**src/rtl/dff_pkg.sv**
```systemverilog
// Shared definitions for the dff_pipe register pipeline: mode encoding and
// scan-chain length helper.
package dff_pkg;

  typedef logic [1:0] mode_t;

  localparam mode_t MODE_HOLD  = 2'd0;
  localparam mode_t MODE_LOAD  = 2'd1;
  localparam mode_t MODE_FLUSH = 2'd2;
  localparam mode_t MODE_SCAN  = 2'd3;

  // Every stage contributes its data bits plus its valid bit to the chain.
  function automatic int unsigned scan_len(input int unsigned width,
                                           input int unsigned depth);
    return depth * (width + 1);
  endfunction

endpackage

```
**src/rtl/dff_stage.sv**
```systemverilog
// One pipeline stage: WIDTH data bits plus a valid bit, with parallel load,
// flush, hold and a serial scan path running data[0] -> data[W-1] -> vld.
module dff_stage
  import dff_pkg::*;
#(
  parameter int               WIDTH     = 8,
  parameter logic [WIDTH-1:0] RESET_VAL = '0
) (
  input  logic             clk,
  input  logic             rst,
  input  mode_t            mode,
  input  logic             en,
  input  logic [WIDTH-1:0] data_in,
  input  logic             vld_in,
  input  logic             scan_in,
  output logic [WIDTH-1:0] data_out,
  output logic             vld_out,
  output logic             scan_out
);

  logic [WIDTH-1:0] data_q, data_d;
  logic             vld_q, vld_d;

  always_comb begin
    data_d = data_q;
    vld_d  = vld_q;
    case (mode)
      MODE_SCAN: begin
        {vld_d, data_d} = {data_q, scan_in};
      end
      MODE_LOAD: begin
        data_d = data_in;
        vld_d  = vld_in;
      end
      MODE_FLUSH: begin
        // Flush only invalidates; data keeps moving when enabled.
        vld_d = 1'b0;
        if (en) data_d = data_in;
      end
      default: begin
        data_d = data_q;
        vld_d  = vld_q;
      end
    endcase
  end

  always_ff @(posedge clk or posedge rst) begin
    if (rst) begin
      data_q <= RESET_VAL;
      vld_q  <= 1'b0;
    end else begin
      data_q <= data_d;
      vld_q  <= vld_d;
    end
  end

  assign data_out = data_q;
  assign vld_out  = vld_q;
  assign scan_out = vld_q;

endmodule

```
**src/rtl/dff_pipe.sv**
```systemverilog
// WIDTH x DEPTH register pipeline with clock enable, valid tracking,
// synchronous flush and a single full-scan chain through every bit.
module dff_pipe
  import dff_pkg::*;
#(
  parameter int               WIDTH     = 8,
  parameter int               DEPTH     = 4,
  parameter logic [WIDTH-1:0] RESET_VAL = '0
) (
  input  logic             CLK,
  input  logic             RST,
  input  logic             EN,
  input  logic             FLUSH,
  input  logic             SE,
  input  logic             SI,
  input  logic [WIDTH-1:0] D,
  input  logic             VLD_IN,
  output logic [WIDTH-1:0] Q,
  output logic             VLD_OUT,
  output logic             SO
);

  mode_t mode;

  // Scan overrides flush, flush overrides enable.
  always_comb begin
    if (SE)         mode = MODE_SCAN;
    else if (FLUSH) mode = MODE_FLUSH;
    else if (EN)    mode = MODE_LOAD;
    else            mode = MODE_HOLD;
  end

  logic [WIDTH-1:0] stage_data [DEPTH];
  logic             stage_vld  [DEPTH];
  logic             stage_so   [DEPTH];

  for (genvar k = 0; k < DEPTH; k++) begin : g_stage
    logic [WIDTH-1:0] par_data;
    logic             par_vld;
    logic             scan_bit;

    if (k == 0) begin : g_head
      assign par_data = D;
      assign par_vld  = VLD_IN;
      assign scan_bit = SI;
    end else begin : g_body
      assign par_data = stage_data[k-1];
      assign par_vld  = stage_vld[k-1];
      assign scan_bit = stage_so[k-1];
    end

    dff_stage #(
      .WIDTH     (WIDTH),
      .RESET_VAL (RESET_VAL)
    ) u_stage (
      .clk      (CLK),
      .rst      (RST),
      .mode     (mode),
      .en       (EN),
      .data_in  (par_data),
      .vld_in   (par_vld),
      .scan_in  (scan_bit),
      .data_out (stage_data[k]),
      .vld_out  (stage_vld[k]),
      .scan_out (stage_so[k])
    );
  end

  assign Q       = stage_data[DEPTH-1];
  assign VLD_OUT = stage_vld[DEPTH-1];
  assign SO      = stage_so[DEPTH-1];

endmodule

```
**config.mk**
```make
export PLATFORM = sky130hd
export DESIGN_NAME = dff_pipe
export DESIGN_NICKNAME = d
export VERILOG_FILES = /design/src/rtl/dff_pkg.sv /design/src/rtl/dff_stage.sv /design/src/rtl/dff_pipe.sv
export SDC_FILE = /design/constraint.sdc
export NUM_CORES = 1
export LEC_CHECK = 0
export CORE_UTILIZATION = 40
export DETAILED_ROUTE_END_ITERATION = 12
export PLACE_DENSITY = 0.72
export SYNTH_ARGS = -nofsm -noshare
export SYNTH_HDL_FRONTEND = slang
export SYNTH_SLANG_ARGS = --single-unit
```
**constraint.sdc**
```tcl
create_clock -name CLK -period 1.5 [get_ports CLK]
set_input_delay 0.225 -clock CLK [delete_from_list [all_inputs] [get_ports CLK]]
set_output_delay 0.225 -clock CLK [all_outputs]
set_load 0.005 [all_outputs]
```
[After elaboration in Yosys (flattened, before gate mapping)]
Index checks and enable logic that the tools add are counted.
Storage, ports and cells
  word-level logic and storage cells: 29
  output and inout port bits: 10
  flip-flop bits (word level): 36
Operators by class
  muxes and demuxes: 15
  reductions and logical operators: 2
  equality and inequality tests: 4
Operators with widths (count)
  case mux 8 bit (3 select lines): 4
  2-to-1 mux 8 bit: 4
  case mux 1 bit (3 select lines): 4
  == test 2 bit (second input constant): 2
  2-to-1 mux 2 bit: 2
  nonzero test 3 bit: 1
  == test 2 x 1 -> 1 bit (second input constant): 1
  != test 2 bit (second input constant): 1
  AND reduction 2 bit: 1
  2-to-1 mux 1 bit: 1

[Longest topological paths before layout]
Gate-level depths: netlist of run 1.
  depth after elaboration: 6
  depth in mapped cells: 8
  depth with buffers taken out: 5

[Cells and area by module]
Synthesis of run 1 repeated with hierarchy kept, for this count alone.
Unflattened totals
  cells, all modules: 159
  area, all modules: 2334.7 sq um
Modules (own cells, without submodules)
  dff_stage: cells each 39, times used 4, sequential area each 225.2 sq um, area each 579.3 sq um
  dff_pipe: cells each 3, times used 1, sequential area each 0.0 sq um, area each 17.5 sq um

[Worst setup path before layout of run 1]
Ideal clock, no wire load.
  kind: input to register
  from: in EN
  to: reg g_stage[2].u_stage.data_q[1]
  data required time: 1.374 ns
  setup slack: -0.317 ns
  path buffers: 4
  stages: 8
  data arrival time: 1.690 ns
  cell sequence: buf_2 clkbuf_1 a21oi_1 ha_1 buf_2 buf_2 mux2i_1 a21oi_2
Between the ends
  cells in the longest elaborated chain, start to end: 6
  elaborated cells on any way between the ends: 10
  those cells by class: eq/ne (4); mux (4); reduce/logical (2)
RTL lines
  start: declaration: line dff_pipe.sv:12  | input logic EN,
  2-to-1 mux 1 bit: line dff_pipe.sv:29  | else if (EN) mode = MODE_LOAD;
  2-to-1 mux 2 bit: line dff_pipe.sv:28  | else if (FLUSH) mode = MODE_FLUSH;
  2-to-1 mux 2 bit: line dff_pipe.sv:27  | if (SE) mode = MODE_SCAN;
  == test 2 bit or == test 2 x 1 -> 1 bit (tied branches): line dff_stage.sv:27  | case (mode)
  != test 2 bit (no source line) or nonzero test 3 bit (tied branches)
  AND reduction 2 bit (no source line)
  end signal: assignment: line dff_stage.sv:52  | data_q <= data_d;
  end: declaration: line dff_stage.sv:21  | logic [WIDTH-1:0] data_q, data_d;
Several ways; a longest one is shown, not always the timed one.
A chain may end at the register's enable or synchronous reset.

[Worst setup path after layout of run 1]
  from: reg g_stage[3].u_stage.data_q[1]
  to: out Q[1]
RTL lines
  start: declaration: line dff_stage.sv:21
  start signal: assignment: line dff_stage.sv:52
  end: declaration: line dff_pipe.sv:18  | output logic [WIDTH-1:0] Q,
No word-level cell between the ends.

==> metrics.md, run 1 <==
| Metric | Value |
|---|---|
| Fmax | 0.692 GHz |
| Final cell count without fillers | roughly 260 |
| Library cells used by synthesis | 19 |
| PortBufs | 24 |
| Syn Nets | roughly 190 |
| CP endpoint kind | output port |
| Number of diodes | 0 |
| Max IR drop VDD | around 900 µV |
| Antenna viol nets, final | 0 |
| Drt first-iter violations | 58 |
| Critical path class | reg -> out |
| Inst Count DP | approximately 250 |
| RSZ-0062 raised after global routing | no |
| Worst hold path type | in -> async |
| Worst-Margin Slew | approximately 310 ps |
| Max_slew headroom | 0.794 |
| Die Y | slightly above 70 µm |
| Slowest stage delay, CP | ~530 ps |
| CTS tree | built |
| Clock buffer depth | 2 |
| Row Count | 24 |
| Post-CTS setup buffers | 0 |
| Hpwl dp | roughly 2600 µm |
| Area contributors post-synth | dfrtp_1, mux2i_1, a21oi_2, nor3_1, buf_6 |
| Layout Utilization | 0.534 |
| Clock latency on the worst-skew pair | a little under 300 ps |
| Via/cell ratio | ~5.5 |
| WL met3 | roughly 180 µm |
| Clock transition at path regs | about 80 ps |
| Endpoints failing hold | 0 |
| Dominant cell type by area after synthesis | dfrtp_1 |
| WL per Instance | 15.2 µm |
| First-pass GRT wire length | between 6000 and 7000 µm |
| Vias in the first global route | 1339 |
| DIE AREA | between 5000 and 6000 µm² |
| Mapped Cells | ~180 |
| Design area | 2410 µm² |
| Max-capacitance violation count | 0 |
| CP arrival | between 1000 and 1500 ps |
| Critical path launch point type | register |
| M1 WL | 1920 µm |
| Yosys warns | 0 |
| Area share of the largest cell type after synthesis | 0.468 |
| Seq/Total Area, Yosys | 0.468 |
| Worst-case clock skew | around 3.8 ps |
| Final nets | 220 |
| Congestion Overflow GR | 0 |
| Clock Sinks | 36 |
| Most numerous cell in the Yosys netlist | dfrtp_1 |
| Max-slew violation count | 0 |
| Synth-to-layout area growth | 25.0% |
| Period utilisation layout | 0.964 |
| CP delay by family, top | buffers and inverters |
| Crit-path slowest cell | clkdlybuf4s50_1 |
| Layout cells sized above 1 | 0.279 |
| WP depth | 1 |
| Via count | about 1400 |
| Number of synthesized flops with an enable pin | 0 |
| I/O Pins | 25 |
| CTS buffer count | 5 |
| Number of synthesized register bits | 36 |
| Initial antenna violation count | 0 |
| WL final | between 3000 and 4000 µm |
| Final setup viols | 0 |
| Lkg Pwr | 0.978 nW |
| Max Used Layer | met4 |
| Reg2reg path depth | 2 |
| Placed Area | roughly 2300 µm² |
| Clock root buffer | clkbuf_8 |
| Largest net degree at the start of global routing | 37 |
| Drt drc | 0 |
| GPL Wtd Cong | 0.748 |
| Drt pass-1 iters | 4 |
| Met2 WL post-DR | 1700 µm |
| Outcome | finished, final reports clean |
| Core footprint | about 4500 µm² |
| Mean Syn Cell Area | ~11 µm² |
| Die Width | slightly above 70 µm |
| Layout filler cell count | between 300 and 400 |
| Critical Path Fanout Max | 3 |
| Power density cells | between 1000 and 1500 nW/µm² |
| Htree depth | 2 |
| Global Route Usage Sum | 0.174 |
| Initial Util | 0.428 |
| Main synth FF type | dfrtp_1 |
| Min cycle time layout | about 1400 ps |
| Hold Slack | ~290 ps |
| Mapped cell area | 1930 µm² |
| Most frequent cells after synthesis | dfrtp_1, mux2i_1, nor3_1 |
| Ys async rst share | 1.00 |
| Buf/Inv on CP | 1 |
| R2r setup slk | between 600 and 700 ps |
| WP data required | 1270 ps |
| Critical-path cell list | clkdlybuf4s50_1 |
## layer usage
metal,vias to the layer above,track usage
met5,-,0
met1,689,0.256
met2,37,0.240
met4,0,0.0844
li1,682,-
met3,7,0.0422
## flip-flops by register name, summed over array words and instances, names as in the netlist
register and count:
g_stage.u_stage.scan_out 4, g_stage.u_stage.data_out 32
## report_power, final
part / switching, W / internal [W]
sequential: 0.000236 / 0.00124
clock: 0.000365 / 0.000492
combinational: 0.000412 / 0.000579
total: 0.00101 / 0.00231
## cell families after synthesis
kind of cell | after synthesis | share of synthesized area
fa+ha+maj | 2 | 0.0130
simple gates | 46 | 0.125
flops | 36 | 0.468
buf+inv | 21 | 0.0669
compound gates | 38 | 0.161
mux | 32 | 0.166
## stage by stage
stage	TNS, ps	power (W)	setup WS [ps]
6_report	0	0.00332	54.6
3_3_place_gp	-14780	0.00246	-478
5_1_grt	0	0.00353	17.8
4_1_cts	0	0.00336	53.7
2_1_floorplan	0	0.00211	7.29
3_5_place_dp	-15350	0.00248	-485
## final timing paths
kind / start / endpoint
worst max-delay path: g_stage[3].u_stage.data_out[1] / Q[1]
worst min-delay path: RST / g_stage[3].u_stage.data_out[3]
worst max register to register: g_stage[2].u_stage.data_out[4] / g_stage[2].u_stage.data_out[4]
worst min register to register: g_stage[0].u_stage.data_out[0] / g_stage[0].u_stage.data_out[0]
max in group asynchronous: RST / g_stage[1].u_stage.data_out[1]
min in group CLK: VLD_IN / g_stage[0].u_stage.scan_out
## worst min-delay path, delay by kind of cell
| family | cells | cell delay (ps) |
|---|---|---|
| buffers and inverters | 3 | 720 |
## timing repair
action | in CTS | in global routing
resized for setup | 6 | 0
setup endpoints to repair | 36 | 0
hold buffers | 0 | 0
endpoints found under the hold margin | 0 | 0
## cell type report
class                           count  area [µm²]  area share
Clock inverter                      3        42.5      0.0177
Inverter                            3        11.3     0.00468
Timing Repair Buffer               39         403       0.167
Multi-Input combinational cell    118         915       0.380
Clock buffer                        5        68.8      0.0286
Tap cell                           52        65.1      0.0270
Sequential cell                    36         901       0.374
## cell usage in the layout, fill, tap and decap left out, drive strengths merged, types with 3 or more instances in the layout
cell type,count
a21oi,33
a31oi,4
buf,15
clkbuf,5
clkdlybuf4s50,21
dfrtp,36
dlygate4sd2,3
inv,3
mux2i,32
nand2b,4
nand3,4
nor2b,4
nor3,32
Power figures use the tool's default switching activity.
==> inputs of run 2 (changes only) <==
Settings changed: CORE_MARGIN from default to 3, GPL_TIMING_DRIVEN from default to 0.
==> metrics.md, run 2 (synthesis gave the netlist of run 1 again) <==
| Metric | Value |
|---|---|
| Worst-case clock skew | approximately 8 ps |
| Max_slew headroom | 0.492 |
| Antenna viol nets, final | 0 |
| Largest net degree at the start of global routing | 37 |
| Die Y | about 75 µm |
| Reg2reg path depth | 3 |
| CP arrival | ~1200 ps |
| Clock root buffer | clkbuf_8 |
| Final setup viols | 0 |
| WL per Instance | approximately 16 µm |
| Global Route Usage Sum | 0.167 |
| Die Width | 75.4 µm |
| CP endpoint kind | output port |
| Total power | approximately 0.0034 W |
| Crit-path slowest cell | clkdlybuf4s50_1 |
| WL final | between 4000 and 5000 µm |
| Register area | ~900 µm² |
| Slowest stage delay, CP | roughly 520 ps |
| Initial antenna violation count | 0 |
| Max-slew violation count | 0 |
| Hold Path Cell Cnt | 3 |
| Critical path class | reg -> out |
| Multi-input logic area | around 940 µm² |
| Clock transition at path regs | ~80 ps |
| Via/cell ratio | 5.56 |
| Period utilisation layout | 0.943 |
| I/O Pins | 25 |
| Power density cells | ~1400 nW/µm² |
| Core footprint | between 4000 and 5000 µm² |
| Lkg Pwr | between 0.9 and 1 nW |
| GPL Wtd Cong | between 0.7 and 0.8 |
| Clock Sinks | 36 |
| DIE AREA | around 5700 µm² |
| CTS buffer count | 5 |
| Final WS setup | ~86 ps |
| Vias in the first global route | between 1000 and 1500 |
| Fmax | between 0.7 and 0.8 GHz |
| Hpwl dp | approximately 2800 µm |
| Worst-Margin Slew | 761 ps |
| First-pass GRT wire length | between 6000 and 7000 µm |
| Critical Path Fanout Max | 3 |
| PortBufs | 22 |
| Congestion Overflow GR | 0 |
| Drt drc | 0 |
| Critical path launch point type | register |
| CTS tree | built |
| Worst hold path type | in -> reg |
| Layout cells sized above 1 | 0.286 |
| Min cycle time layout | ~1400 ps |
| RSZ-0062 raised after global routing | no |
| Initial Util | 0.428 |
| Max IR drop VDD | between 600 and 700 µV |
| Htree depth | 2 |
| Commonest non-fill, non-tap cell in the layout | dfrtp_1 |
| Sum of negative setup slack | 0 ps |
| Final nets | between 200 and 250 |
| Row Count | 24 |
| Endpoints failing hold | 0 |
| Number of flip-flops in the largest register | 32 |
| WP data required | 1270 ps |
| Via count | 1435 |
| Clock buffer depth | 2 |
| Hold Slack | approximately 220 ps |
| Layout filler cell count | between 400 and 500 |
| Drt first-iter violations | 48 |
| Most frequent cells in the layout | dfrtp_1, nor3_1, a21oi_2, mux2i_1, clkdlybuf4s50_1 |
| Critical-path cell list | clkdlybuf4s50_1 |
| WP depth | 1 |
| Clock latency on the worst-skew pair | roughly 290 ps |
| Buf/Inv on CP | 1 |
| Synth-to-layout area growth | 25.9% |
| Dpl ws | -484 ps |
| Drt pass-1 iters | 4 |
| Number of diodes | 0 |
| Outcome | finished, final reports clean |
| Max-capacitance violation count | 0 |
| CP delay by family, top | buffers and inverters |
[run 2: cell count changes in the layout (fill, tap and decap cells not counted), sizes merged]
cell           delta
buf               -2
clkbuf            +6
clkdlybuf4s50     -1
dlygate4sd2       -2
dlymetal6s2s      +1
[run 2: final timing paths]
kind	start	end	slack, ps
worst min register to register	g_stage[2].u_stage.data_out[7]	g_stage[2].u_stage.data_out[7]	560
worst max-delay path	g_stage[3].u_stage.data_out[5]	Q[5]	90
worst min-delay path	SE	g_stage[0].u_stage.data_out[4]	220
max in group asynchronous	RST	g_stage[1].u_stage.data_out[0]	630
min in group asynchronous	RST	g_stage[3].u_stage.data_out[0]	390
worst max register to register	g_stage[3].u_stage.data_out[1]	g_stage[3].u_stage.data_out[1]	560
[run 2: layout make-up]
class | instances | area share
buffer | 18 | 0.0707
clock buffer | 5 | 0.0284
clock inverter | 3 | 0.0175
inverter | 3 | 0.00464
multi-input combinational | 118 | 0.386
sequential | 36 | 0.372
tap | 52 | 0.0268
timing repair buffer | 23 | 0.0944
[run 2: per-stage QoR]
stage | cells | util | cell area [µm²]
floorplan | 175 | - | 1990
global placement | 249 | 0.504 | 2270
detailed placement | 249 | 0.504 | 2270
CTS | 257 | 0.536 | 2410
global route | 258 | 0.538 | 2420
finish | 258 | 0.538 | 2420
[run 2: repair_timing]
| item | in CTS | in global routing |
|---|---|---|
| hold buffers | 0 | 0 |
| buffers inserted | 0 | 1 |
| gates resized for setup | 7 | 1 |
| setup endpoints to repair | 33 | 2 |
[run 2: where the power goes]
part           internal (W)  switching (W)  total (W)  leakage, nW
logic              0.000610       0.000436    0.00105        0.527
registers           0.00124       0.000245    0.00148        0.398
clock network      0.000492       0.000364   0.000856       0.0541
[run 2: per-layer routing]
layer,global-route usage,part of all wire,vias up
met2,0.252,0.45,27
li1,-,-,685
met4,0.0583,0.014,0
met1,0.232,0.49,717
met3,0.0435,0.040,6
met5,0,0,-
